===== src/rtl/full_adder_half_pkg.sv =====
// full_adder_half_pkg: shared width limits for the full_adder_half datapath stage
package full_adder_half_pkg;
  localparam int WIDTH_DEFAULT = 1;
  localparam int WIDTH_MAX = 64;
endpackage


===== src/rtl/half_adder.sv =====
// half_adder: one-bit half adder
//   x, y  : addend bits
//   sum   : x ^ y
//   carry : x & y
module half_adder (
  input  logic x,
  input  logic y,
  output logic sum,
  output logic carry
);
  assign sum = x ^ y;
  assign carry = x & y;
endmodule


===== src/rtl/full_adder_half.sv =====
// full_adder_half: registered WIDTH-bit ripple-carry adder, each slice built from two half adders
//   clk, rst_n (async, active-low)
//   in_valid, a, b, ci : operands, sampled when in_valid is high
//   s, co, out_valid   : sum and carry-out, one cycle after capture
//   ovf                : signed overflow, present only when FULL_ADDER_HALF_OVF_EN is defined
module full_adder_half
  import full_adder_half_pkg::*;
#(
  parameter int WIDTH = WIDTH_DEFAULT
) (
  input  logic             clk,
  input  logic             rst_n,
  input  logic             in_valid,
  input  logic [WIDTH-1:0] a,
  input  logic [WIDTH-1:0] b,
  input  logic             ci,
  output logic [WIDTH-1:0] s,
  output logic             co,
  output logic             out_valid
`ifdef FULL_ADDER_HALF_OVF_EN
  ,
  output logic             ovf
`endif
);
  logic [WIDTH:0] c;
  logic [WIDTH-1:0] p, g1, g2, sum;
  logic [WIDTH-1:0] s_d, s_q;
  logic co_d, co_q, out_valid_d, out_valid_q;
  assign c[0] = ci;
  for (genvar i = 0; i < WIDTH; i++) begin : g_slice
    half_adder u_ha1 (.x(a[i]), .y(b[i]), .sum(p[i]), .carry(g1[i]));
    half_adder u_ha2 (.x(p[i]), .y(c[i]), .sum(sum[i]), .carry(g2[i]));
    assign c[i+1] = g1[i] | g2[i];
  end
`ifdef FULL_ADDER_HALF_OVF_EN
  logic ovf_d, ovf_q;
  assign ovf = ovf_q;
`endif
  always_comb begin
    s_d = in_valid ? sum : s_q;
    co_d = in_valid ? c[WIDTH] : co_q;
    out_valid_d = in_valid;
`ifdef FULL_ADDER_HALF_OVF_EN
    ovf_d = in_valid ? c[WIDTH] ^ c[WIDTH-1] : ovf_q;
`endif
  end
  always_ff @(posedge clk or negedge rst_n) begin
    if (!rst_n) begin
      s_q <= '0;
      co_q <= 1'b0;
      out_valid_q <= 1'b0;
`ifdef FULL_ADDER_HALF_OVF_EN
      ovf_q <= 1'b0;
`endif
    end else begin
      s_q <= s_d;
      co_q <= co_d;
      out_valid_q <= out_valid_d;
`ifdef FULL_ADDER_HALF_OVF_EN
      ovf_q <= ovf_d;
`endif
    end
  end
  assign s = s_q;
  assign co = co_q;
  assign out_valid = out_valid_q;
endmodule


===== config.mk =====
export PLATFORM = sky130hd
export DESIGN_NAME = full_adder_half
export DESIGN_NICKNAME = d
export VERILOG_FILES = /design/src/rtl/full_adder_half_pkg.sv /design/src/rtl/half_adder.sv /design/src/rtl/full_adder_half.sv
export SDC_FILE = /design/constraint.sdc
export NUM_CORES = 1
export LEC_CHECK = 0
export BUFFER_PORTS_ARGS = -buffer_cell sky130_fd_sc_hd__buf_4
export CAP_MARGIN = 15
export CORE_AREA = 2 2 39 41
export DETAILED_ROUTE_END_ITERATION = 8
export DIE_AREA = 0 0 41 43
export SYNTH_ARGS = -nofsm -noshare
export SYNTH_HDL_FRONTEND = slang
export SYNTH_SLANG_ARGS = --single-unit

===== constraint.sdc =====
create_clock -name clk -period 2.45 [get_ports clk]
set_clock_uncertainty 0.2 [all_clocks]
set_input_delay 0 -clock clk [delete_from_list [all_inputs] [get_ports clk]]
set_output_delay 0 -clock clk [all_outputs]
set_load 0.005 [all_outputs]

== Word-level counts from Yosys, hierarchy flattened ==
Cells that the tools add are included.
Word-level totals
  bits in registers: 3
  bits in latches: 0
  RAM bits: 0
  memory bits (read-only): 0
  input bits: 6
  output and inout bits: 3
  word-level logic and storage cells: 8
  memories kept: 0
Operators by class
  add/subtract/negate cells: 0
  multipliers: 0
  divide/modulo/power cells: 0
  order comparisons: 0
  equality and inequality tests: 0
  shift-type cells: 0
  mux-type cells: 0
  bitwise gates (word level): 5
  reduce and logical (&&, ||, !) cells: 0
Operators with widths (count)
  $and 1x1->1: 2
  $xor 1x1->1: 2
  $or 1x1->1: 1

== Depth between registers and ports, before layout ==
  depth in word-level cells: 3
  depth in mapped cells: 2
  mapped depth without buffers: 2

== Hierarchy ==
Synthesis repeated with hierarchy kept, for this count alone.
Unflattened totals
  cells, all modules: 9
  area, all modules: 127.6 um^2
Modules (own cells, without submodules)
  full_adder_half: instances 1, cells an instance 7, area each 102.6 um^2, seq. area each 75.1 um^2
  half_adder: instances 2, cells an instance 1, area each 12.5 um^2, seq. area each 0.0 um^2

== Worst setup path before layout ==
No wires, ideal clock.
  path kind: input -> register
  start point: in a
  end point: reg s_q, in the netlist s
  library setup time: 0.125 ns
  arrival: 0.701 ns
  data required time: 2.125 ns
  setup slack: 1.424 ns
  stages: 2
  path buffers: 0
  cell sequence: fa_1 -> mux2_2
On the way
  cells in the longest elaborated chain, start to end: 2
Ends and longest elaborated chain
  start, declared: line full_adder_half.sv:14  | input logic [WIDTH-1:0] a,
  $xor 1x1->1 (2 in a row): line half_adder.sv:11  | assign sum = x ^ y;
  end signal, assigned: line full_adder_half.sv:49  | s_q <= '0;
  end signal, assigned: line full_adder_half.sv:56  | s_q <= s_d;
  end, declared: line full_adder_half.sv:27  | logic [WIDTH-1:0] s_d, s_q;
Every way passes these cells.
A chain may end at the register's enable or synchronous reset.

== Worst setup path in the final report ==
  start point: in b
  end point: reg s_q, in the netlist s
On the way
  cells in the longest elaborated chain, start to end: 2
Ends and longest elaborated chain
  start, declared: line full_adder_half.sv:15  | input logic [WIDTH-1:0] b,
  $xor 1x1->1 (2 in a row): line half_adder.sv:11
  net g_slice[0].u_ha2.sum: line half_adder.sv:8  | output logic sum,
The timed path passes the listed nets, and every way through them passes these cells.

==> summary.md <==
| Metric | Value |
|---|---|
| Routed Antenna Nets | 0 |
| Via count | 127 |
| Min Tclk post-route | 2.00 ns |
| Post-synth top area cell | dfrtp_1 |
| Unique cell type count in the Yosys netlist | 3 |
| Post-synth EDFFs | 0 |
| Clock Tree Buf Depth | 2 |
| Worst vdd ir | 0.000221 V |
| I/O pin count | 9 |
| Critical Path Source Type | input port |
| Cell Area, Synth | 118 um2 |
| Postcts setup bufs | 0 |
| DRC Markers | 0 |
| Top-area cell type share of the netlist area | 63.8% |
| Vias/cell | 3.10 |
| Initial Utilization | 8.50% |
| Run status | complete, no violations |
| Mux cell area share after synthesis | 19.1% |
| GRT overflow | 0 |
| Worst-margin pin slew | 0.148 ns |
| I/O Buffers | 8 |
| Synth Area in Adders | 17.0% |
| Hold WS | 0.251 ns |
| CP endpoint kind | flop |
| Syn avg cell area | 19.6 um2 |
| Finished Cell Area | 294 um2 |
| Synth-to-Final Area Change | 150% |
| Routed len/inst | 8.90 um |
| Simple-gate share of the synthesized area | 0% |
| Worst skew pair latency | 0.23 ns |
| Post-CTS Resized | 0 |
| Cell with the most instances after synthesis | dfrtp_1 |
| Vias in the first global route | 151 |
| Full die area | 0.00176 mm2 |
| CTS tree | built |
| Ys flop type | dfrtp_1 |
| Worst setup path class | in2reg |
| Fmax | 499 MHz |
| Fin worst setup slack | 0.446 ns |
| Final wirelength | 365 um |
| Layout Nets | 33 |
| RSZ-0062 raised after global routing | no |
| CP required | 2.37 ns |
| CTS sink count | 3 |
| MaxCap Viol Count | 0 |
| Post-placement worst setup slack | 1.29 ns |
| Diodes inserted | 0 |
| Crit path arrival time | 1.92 ns |
| Dpl cell area | 198 um2 |
| Initial antenna violation count | 0 |
| Largest family of logic cells by synthesized area | multiplexers |
| FP Rows | 14 |
| Ratio of cells with drive above 1 in the final layout | 52.0% |
| Hold crit path type | in2reg |
| Share of flip-flops with an asynchronous set or reset | 100% |
| Fill count | 142 |
| Endpoints failing setup | 0 |
| Core footprint | 0.00138 mm2 |
| Period utilisation layout | 81.8% |
| Slew margin rel. | 90.1% |
| Root Buffer | clkbuf_4 |
| TritonRoute pass-1 iters | 1 |
| Synth Area in XOR/XNOR | 0% |
| Synth Instances | 6 |
| Leak pwr | 0.000133 uW |
| GRT Resource Usage Total | 6.55% |
| P per Cell Area | 627 mW/mm2 |
| Die Y-Extent | 43 um |
| Compound-Gate Fraction of Synth Area | 0% |
| H-tree Lvls | 1 |
| Seq cells post-synth | 3 |
| Syn nets | 13 |
| Reg clk slew, reported paths | 0.04 ns |
| Die W | 41 um |
| DR iter-0 viols | 0 |
| Synth warn | 0 |
| GPL Wtd Cong | 0.565 |
| Sequential fraction of the synthesis area | 63.8% |
| Synth top area cells | dfrtp_1 64%, mux2_2 19%, fa_1 17% |
| CTS buffer count | 3 |
| Pin count of the biggest net entering global routing | 4 |
| First-pass GRT wire length | 648 um |
| Hold Vio Cnt, Final | 0 |
| Pins Over Slew Limit | 0 |
| Top cells by count, synth | 3 x dfrtp_1, 2 x mux2_2, 1 x fa_1 |
| Worst Path Max Fanout | 1 |
| Setup tns final | 0 ns |
-- power by group --
group	switching [uW]	internal, uW	leakage, uW
registers	3.36	56.1	0.0000350
clock network	25.6	61.0	0.0000150
logic	10.8	27.5	0.0000829
-- kinds of logic (layout without fill, tap and decap cells) --
family	after synthesis	count (layout)
flops	3	3
mux	2	2
fa+ha+maj	1	1
buf+inv	0	19
-- worst max-delay path: stages --
cell and delay (ns):
dlygate4sd3_1 0.54, buf_4 0.14, fa_1 0.43, dlygate4sd3_1 0.56, mux2_2 0.26
-- cells in the final DEF (no fill, tap or decap) --
master and count:
buf_4 8, clkbuf_1 1, clkbuf_4 3, dfrtp_1 3
dlygate4sd3_1 7, fa_1 1, mux2_2 2
-- path summary, 6_finish.rpt --
| check | from | endpoint | slack [ns] | cells after the start |
|---|---|---|---|---|
| max | b | s | 0.45 | 5 |
| min | in_valid | out_valid | 0.25 | 2 |
| max reg2reg | co | co | 1.49 | 1 |
| min reg2reg | s | s | 0.31 | 1 |
| max in group asynchronous | rst_n | out_valid | 1.42 | 3 |
| min in group asynchronous | rst_n | co | 0.48 | 3 |
-- layer usage --
metal	vias to the layer above	routed length, um	global-route usage (%)
li1	57	-	-
met1	59	136	5.86
met2	11	171	7.81
met3	0	57	6.81
met4	0	0	6.00
met5	-	0	0
-- final cells by class --
class                      instances  area [um2]  area share [%]
clock buffer                       4        26.3            8.94
multi-input combinational          3        42.5            14.5
sequential                         3        75.1            25.5
tap                               16        20.0            6.81
timing repair buffer              15         130            44.3
-- through the flow --
step           utilization [%]  total power (uW)  cells
6_report                  21.2               184     41
3_5_place_dp              14.3              87.1     30
5_1_grt                   21.2               205     41
2_1_floorplan                -              66.5      6
3_3_place_gp              14.3              85.3     30
4_1_cts                   21.2               190     41
-- registers in the layout (all words and copies together), names as in the netlist --
name       cells
co             1
out_valid      1
s              1
-- repair_timing --
item,in CTS,in global routing
hold endpoints to repair,6,0
hold buffers,7,0
setup endpoints to repair,0,0
(Power assumes the default switching activity.)
